**src/rtl/alu_exec_unit.sv**
```systemverilog
// Execute-stage ALU: AND/OR/ADD/SUB/SLT with zero/overflow/illegal flags,
// results held in a 2-entry FIFO behind a valid/ready handshake.
module alu_exec_unit #(
    parameter int WIDTH = 32
) (
    input  logic             clk,
    input  logic             reset,
    input  logic             in_valid,
    output logic             in_ready,
    input  logic [2:0]       ALU_control,
    input  logic [WIDTH-1:0] in_a,
    input  logic [WIDTH-1:0] in_b,
    output logic             out_valid,
    input  logic             out_ready,
    output logic [WIDTH-1:0] out_result,
    output logic             out_zero,
    output logic             out_ovf,
    output logic             out_illegal
);

    typedef struct packed {
        logic [WIDTH-1:0] result;
        logic             zero;
        logic             ovf;
        logic             illegal;
    } entry_t;

    localparam entry_t ENTRY_ZERO = '{result: {WIDTH{1'b0}}, zero: 1'b0, ovf: 1'b0, illegal: 1'b0};

    // Unmatched (or unknown) codes fall through to default and are flagged illegal.
    function automatic entry_t alu_eval(input logic [2:0] op, input logic [WIDTH-1:0] a,
                                        input logic [WIDTH-1:0] b);
        entry_t           e;
        logic [WIDTH-1:0] sum;
        logic [WIDTH-1:0] diff;
        sum  = a + b;
        diff = a - b;
        e    = ENTRY_ZERO;
        case (op)
            3'b000: e.result = a & b;
            3'b001: e.result = a | b;
            3'b010: begin
                e.result = sum;
                e.ovf    = (a[WIDTH-1] == b[WIDTH-1]) && (sum[WIDTH-1] != a[WIDTH-1]);
            end
            3'b110: begin
                e.result = diff;
                e.ovf    = (a[WIDTH-1] != b[WIDTH-1]) && (diff[WIDTH-1] != a[WIDTH-1]);
            end
            3'b111: e.result = {{(WIDTH-1){1'b0}}, ($signed(a) < $signed(b))};
            default: e.illegal = 1'b1;
        endcase
        e.zero = (e.result == {WIDTH{1'b0}});
        return e;
    endfunction

    entry_t     mem_r [2];
    logic       wr_ptr_r;
    logic       rd_ptr_r;
    logic [1:0] count_r;
    entry_t     new_entry_s;
    entry_t     head_s;
    logic       push_s;
    logic       pop_s;

    assign in_ready  = (count_r != 2'd2);
    assign out_valid = (count_r != 2'd0);
    assign push_s    = in_valid && in_ready;
    assign pop_s     = out_valid && out_ready;

    // Evaluate the presented operation.
    always_comb begin
        new_entry_s = alu_eval(ALU_control, in_a, in_b);
    end

    // Queue storage, pointers and occupancy.
    always_ff @(posedge clk) begin
        if (reset) begin
            mem_r[0] <= ENTRY_ZERO;
            mem_r[1] <= ENTRY_ZERO;
            wr_ptr_r <= 1'b0;
            rd_ptr_r <= 1'b0;
            count_r  <= 2'd0;
        end else begin
            if (push_s) begin
                mem_r[wr_ptr_r] <= new_entry_s;
            end
            wr_ptr_r <= push_s ? ~wr_ptr_r : wr_ptr_r;
            rd_ptr_r <= pop_s  ? ~rd_ptr_r : rd_ptr_r;
            case ({push_s, pop_s})
                2'b10:   count_r <= count_r + 2'd1;
                2'b01:   count_r <= count_r - 2'd1;
                default: count_r <= count_r;
            endcase
        end
    end

    // Head-of-queue view; data outputs read zero whenever the queue is empty.
    always_comb begin
        head_s = ENTRY_ZERO;
        if (count_r != 2'd0) begin
            head_s = mem_r[rd_ptr_r];
        end else begin
            head_s = ENTRY_ZERO;
        end
    end

    assign out_result  = head_s.result;
    assign out_zero    = head_s.zero;
    assign out_ovf     = head_s.ovf;
    assign out_illegal = head_s.illegal;

endmodule

```
**config.mk**
```make
export PLATFORM = sky130hd
export DESIGN_NAME = alu_exec_unit
export DESIGN_NICKNAME = d
export VERILOG_FILES = /design/src/rtl/alu_exec_unit.sv
export SDC_FILE = /design/constraint.sdc
export NUM_CORES = 1
export LEC_CHECK = 0
export CAP_MARGIN = 10
export CORE_ASPECT_RATIO = 1.5
export CORE_MARGIN = 5
export CORE_UTILIZATION = 35
export CTS_CLUSTER_DIAMETER = 50
export DETAILED_ROUTE_END_ITERATION = 12
export HOLD_SLACK_MARGIN = 0.02
export PLACE_DENSITY = 0.62
export REMOVE_ABC_BUFFERS = 1
export SETUP_SLACK_MARGIN = 0.02
export SKIP_LAST_GASP = 1
export SLEW_MARGIN = 0
export SYNTH_ARGS = -nofsm -noshare
export SYNTH_HDL_FRONTEND = slang
export SYNTH_SLANG_ARGS = --single-unit
```
**constraint.sdc**
```tcl
create_clock -name clk -period 7.7 [get_ports clk]
set_clock_uncertainty 0.1 [all_clocks]
set_input_delay 1.925 -clock clk [delete_from_list [all_inputs] [get_ports clk]]
set_output_delay 1.925 -clock clk [all_outputs]
set_load 0.01 [all_outputs]
```
* Yosys cells after proc, flatten, opt, wreduce, memory -nomap -nowiden
Memory sizes are Yosys's and may differ from the RTL's. A register that Yosys moved wholly into a read port is not among the register bits. Cells that the tools add are included. Widths: inputs -> output; s select.
Operators by class: add/sub/neg operators 4, $lt $le $gt $ge 1, equality and inequality tests 11, multiplexer cells 15, bitwise logic cells 4, reductions and logical operators 10
Operators by type and width (count):
- $pmux 32 s5 | 1
- $mux 35 | 2
- $reduce_or 35->1 | 1
- $add 32x32->32 | 1
- $and 32x32->32 | 1
- $logic_not 32->1 | 1
- $lt 32x32->1 | 1
- $or 32x32->32 | 1
- $sub 32x32->32 | 1
- $mux 1 | 10
- $eq 3x3->1 const B | 2
- $reduce_or 5->1 | 1
- $logic_and 1x1->1 | 4
- $pmux 2 s2 | 1
- $reduce_bool 2->1 | 2
- $eq 3x1->1 const B | 1
- $eq 3x2->1 const B | 1
- $logic_not 3->1 | 1
- $ne 1x1->1 | 3
- $add 2x1->2 const B | 1
- $eq 2x1->1 const B | 1
- $eq 2x2->1 const B | 1
- $ne 2x2->1 const B | 1
- $not 1->1 | 2
- other kinds (3) | 3
Storage, ports and cells: flip-flop bits (word level) 4, RAM bits 70, bits of input ports 71, output and inout port bits 37, word-level logic and storage cells 49, memories 1
Memories:
- mem_r | depth 2, width 35, read ports 1, clocked after memory_dff 1, write ports 2, line 57 | entry_t mem_r [2];

* Depth between registers and ports, before layout
depth in word-level cells 7, gate-level depth with buffers 14, mapped depth without buffers 14

* Worst setup path after synthesis
No wires, ideal clock.
kind input-to-reg, start point in in_a[0], end point mem mem_r[0][2] (netlist bit) (data pin), setup time 170 ps, arrival time 4684 ps, setup slack 2747 ps, cell stages on the path 14, cells stage by stage inv_1 -> ha_1 -> inv_1 -> fa_1 -> nor2b_1 -> o311ai_2 -> a21oi_1 -> o41ai_2 -> and2_1 -> o21ai_1 -> a32o_1 -> nor4b_2 -> nand4_1 -> nor4_2
RTL lines:
- start: declaration | line 11 | input logic [WIDTH-1:0] in_a,
- end: declaration | line 57

==> out/metrics.yaml <==
routing:
  drcViolationCount: 0
  wirelength_um: 30800
  wl_per_cell_um: 20.4
  drtIter0Drc: 741
  vias: 8595
  avgViaCountPerCell: 5.69
  drt-pass1-iter-count: 5
  detail-route-antenna-nets: 0
job:
  cap_viol_max_count: 0
min_path:
  hp-class: "register to register"
layout:
  final_nets: 1351
  stdcell_count: 1511
  drive_gt1_frac: 0.0440
  antennaDiodeCount: 0
  syn2layout_area_growth_pct: 18.2
  multiInputGateArea_sq_mm: 0.00597
  nFillCells: 2567
  postLayoutCellArea_sq_mm: 0.0104
  regArea_sq_mm: 0.00220
synth:
  synth-edff-count: 70
  yosysWarnings: 0
  ys_seq_area_frac: 0.250
  netlist.area_leader.share: 0.238
  synth_top_area_cell: "edfxtp_1"
  synthFlopType: "edfxtp_1"
  synth_top_cells_by_area: "edfxtp_1 (24%), ha_1 (14%), nor2_1 (7.2%), mux2i_1 (6.2%), a21oi_1 (4.5%)"
  avgSynthCellArea_sq_um: 7.94
  async_flop_share: 0
  ys_ff_latch: 75
  synth_cells: 1112
  yosysUniqueCellTypes: 77
  synthesis.area_sq_mm: 0.00883
clock_tree:
  path_clk_slew_ns: 0.06
  cts_tree: "built"
  post_cts_buffers: 0
  clk_path_buf_depth: 2
  cts.sink_count: 75
  htree_levels: 3
  cts_hold_buf: 0
  clock_latency_ns: 0.32
  ctsResizeCount: 0
  numCtsBuffers: 9
  cts-root-buf: "clkbuf_16"
worst_setup_path:
  required_ns: 7.76
  critPathArrivalTime_ns: 6.12
  critical_path_class: "input port to register"
  startpoint_type: "input port"
  end_kind: "register"
  crit_fanout: 13
placed_design:
  io_buffers: 107
  gp_congestion: 0.965
  hpwlAfterDp_um: 24400
  place_area_sq_mm: 0.0102
  placedCellCount: 1496
  place_ws_ns: 1.40
sta:
  holdWs_ns: 0.421
  fin_crit_sh: 0.787
  rsz0062_at_grt: "false"
  worst_pin_slew_ns: 1.13
  drv_slew: 0
  min_period_ns: 6.06
  fmax_mhz: 165
  hold_violations: 0
  tns_ns: 0
  layout_setup_ws_ns: 1.64
  slew_headroom: 0.249
  setup_violations: 0
global_route:
  grt_max_degree: 57
  antenna_found_initial: 0
  grt.overflow.total: 0
  grt_usage: 0.206
  grt_pass1_wl_um: 47100
  first_global_vias: 8536
die:
  die_y_um: 204
  num_rows: 71
  boundaryPins: 108
  start_util: 0.354
  dieArea_sq_mm: 0.0286
  die_w_um: 140
  coreArea_sq_mm: 0.0250
power:
  leakage_nw: 4.20
  peakVddDrop_mv: 0.151
  p_per_area_mw_per_mm2: 179
status:
  run_status: "finished clean"
placed cells by master, fill, tap and decap left out, types with 14 or more instances in the layout:
master	Yosys	final
nor2_1	170	169
clkdlybuf4s50_1	0	106
inv_1	105	105
ha_1	99	99
a21oi_1	79	79
edfxtp_1	70	70
nand2_1	58	58
mux2i_1	55	55
o21ai_0	27	27
nor3_1	26	26
a211oi_1	24	24
nor2b_1	21	20
xnor2_1	20	20
nor4_1	16	16
nand3_1	15	15
nand2b_1	14	14
where the power goes:
part / switching, W / total, W / internal (W)
combinational: 0.000511 / 0.000894 / 0.000383
sequential: 0.0000569 / 0.000574 / 0.000517
clock: 0.000149 / 0.000398 / 0.000250
synthesized netlist by cell type, types with 4 or more instances:
cell	n
nor4_1	16
clkbuf_1	51
o21bai_1	13
o21ai_1	11
o31ai_1	11
o31a_1	6
and4_1	4
and2_1	9
a31oi_1	10
a21o_1	11
a211oi_1	24
ha_1	99
nor3b_1	4
inv_2	7
inv_1	105
dfxtp_1	5
or2_2	5
a21oi_1	79
buf_2	9
nor2b_1	21
a221oi_1	5
nor2_1	170
o22ai_1	4
or3_1	13
a2111oi_0	4
nand2b_1	14
nor4b_1	5
nand3_1	15
o211ai_1	13
xor2_1	5
a22oi_1	7
mux2i_1	55
edfxtp_1	70
nand2_1	58
nor3_1	26
or4_1	4
o311ai_0	7
xnor2_1	20
nand4_1	13
and3_1	5
o2111ai_1	7
o21a_1	11
o21ai_0	27
worst max-delay path, cell delays in order:
cell	delay, ns
clkdlybuf4s50_1	0.51
inv_1	0.05
ha_1	0.46
or4_1	0.60
or3_1	0.45
a211oi_1	0.26
o21ai_1	0.23
nand2_1	0.20
xnor2_1	0.08
a211oi_1	0.64
and2_1	0.22
nand4_1	0.18
nor4_2	0.31
metal layers:
| layer | track usage | wire length (um) |
|---|---|---|
| met2 | 0.376 | 15500 |
| met5 | 0 | 0 |
| met4 | 0.117 | 1750 |
| met1 | 0.233 | 12200 |
| met3 | 0.0208 | 1420 |
cells by family (layout without fill, tap and decap cells):
group | Yosys count | after routing | share of synthesized area
adder cells (fa/ha/maj) | 101 | 101 | 0.145
XOR/XNOR | 25 | 25 | 0.0248
AO/OA/AOI/OAI | 294 | 294 | 0.232
buffers and inverters | 174 | 245 | 0.0753
AND/OR/NAND/NOR | 388 | 388 | 0.212
flip-flops | 75 | 75 | 0.250
multiplexers | 55 | 55 | 0.0624
sequential cells by signal (all words and copies together) (netlist names), named ones only:
name      count
wr_ptr_r      1
mem_r        70
rd_ptr_r      1
count_r       2
path summary, 6_finish.rpt:
| check | from | to | slack, ns | cells past startpoint |
|---|---|---|---|---|
| min reg2reg | count_r[1]$_SDFFE_PP0P_ | count_r[1]$_SDFFE_PP0P_ | 0.42 | 2 |
| max reg2reg | count_r[0]$_SDFFE_PP0P_ | mem_r[1][5]$_SDFFCE_PN0P_ | 5.53 | 7 |
| max | in_a[16] | mem_r[0][2]$_SDFFCE_PN0P_ | 1.64 | 13 |
| min | count_r[1]$_SDFFE_PP0P_ | count_r[1]$_SDFFE_PP0P_ | 0.42 | 2 |
area by class of cell:
class                           count  area share
Multi-Input combinational cell    863       0.572
Sequential cell                    75       0.211
Timing Repair Buffer              118       0.110
Inverter                          112      0.0403
Tap cell                          328      0.0393
Clock buffer                       11      0.0223
Clock inverter                      4     0.00504
stage by stage:
stage           util  total power [W]
2_1_floorplan      -          0.00110
3_3_place_gp   0.407          0.00147
3_5_place_dp   0.407          0.00148
4_1_cts        0.418          0.00188
5_1_grt        0.418          0.00198
6_report       0.418          0.00187
Note: power is estimated with default switching activity, not from simulation.
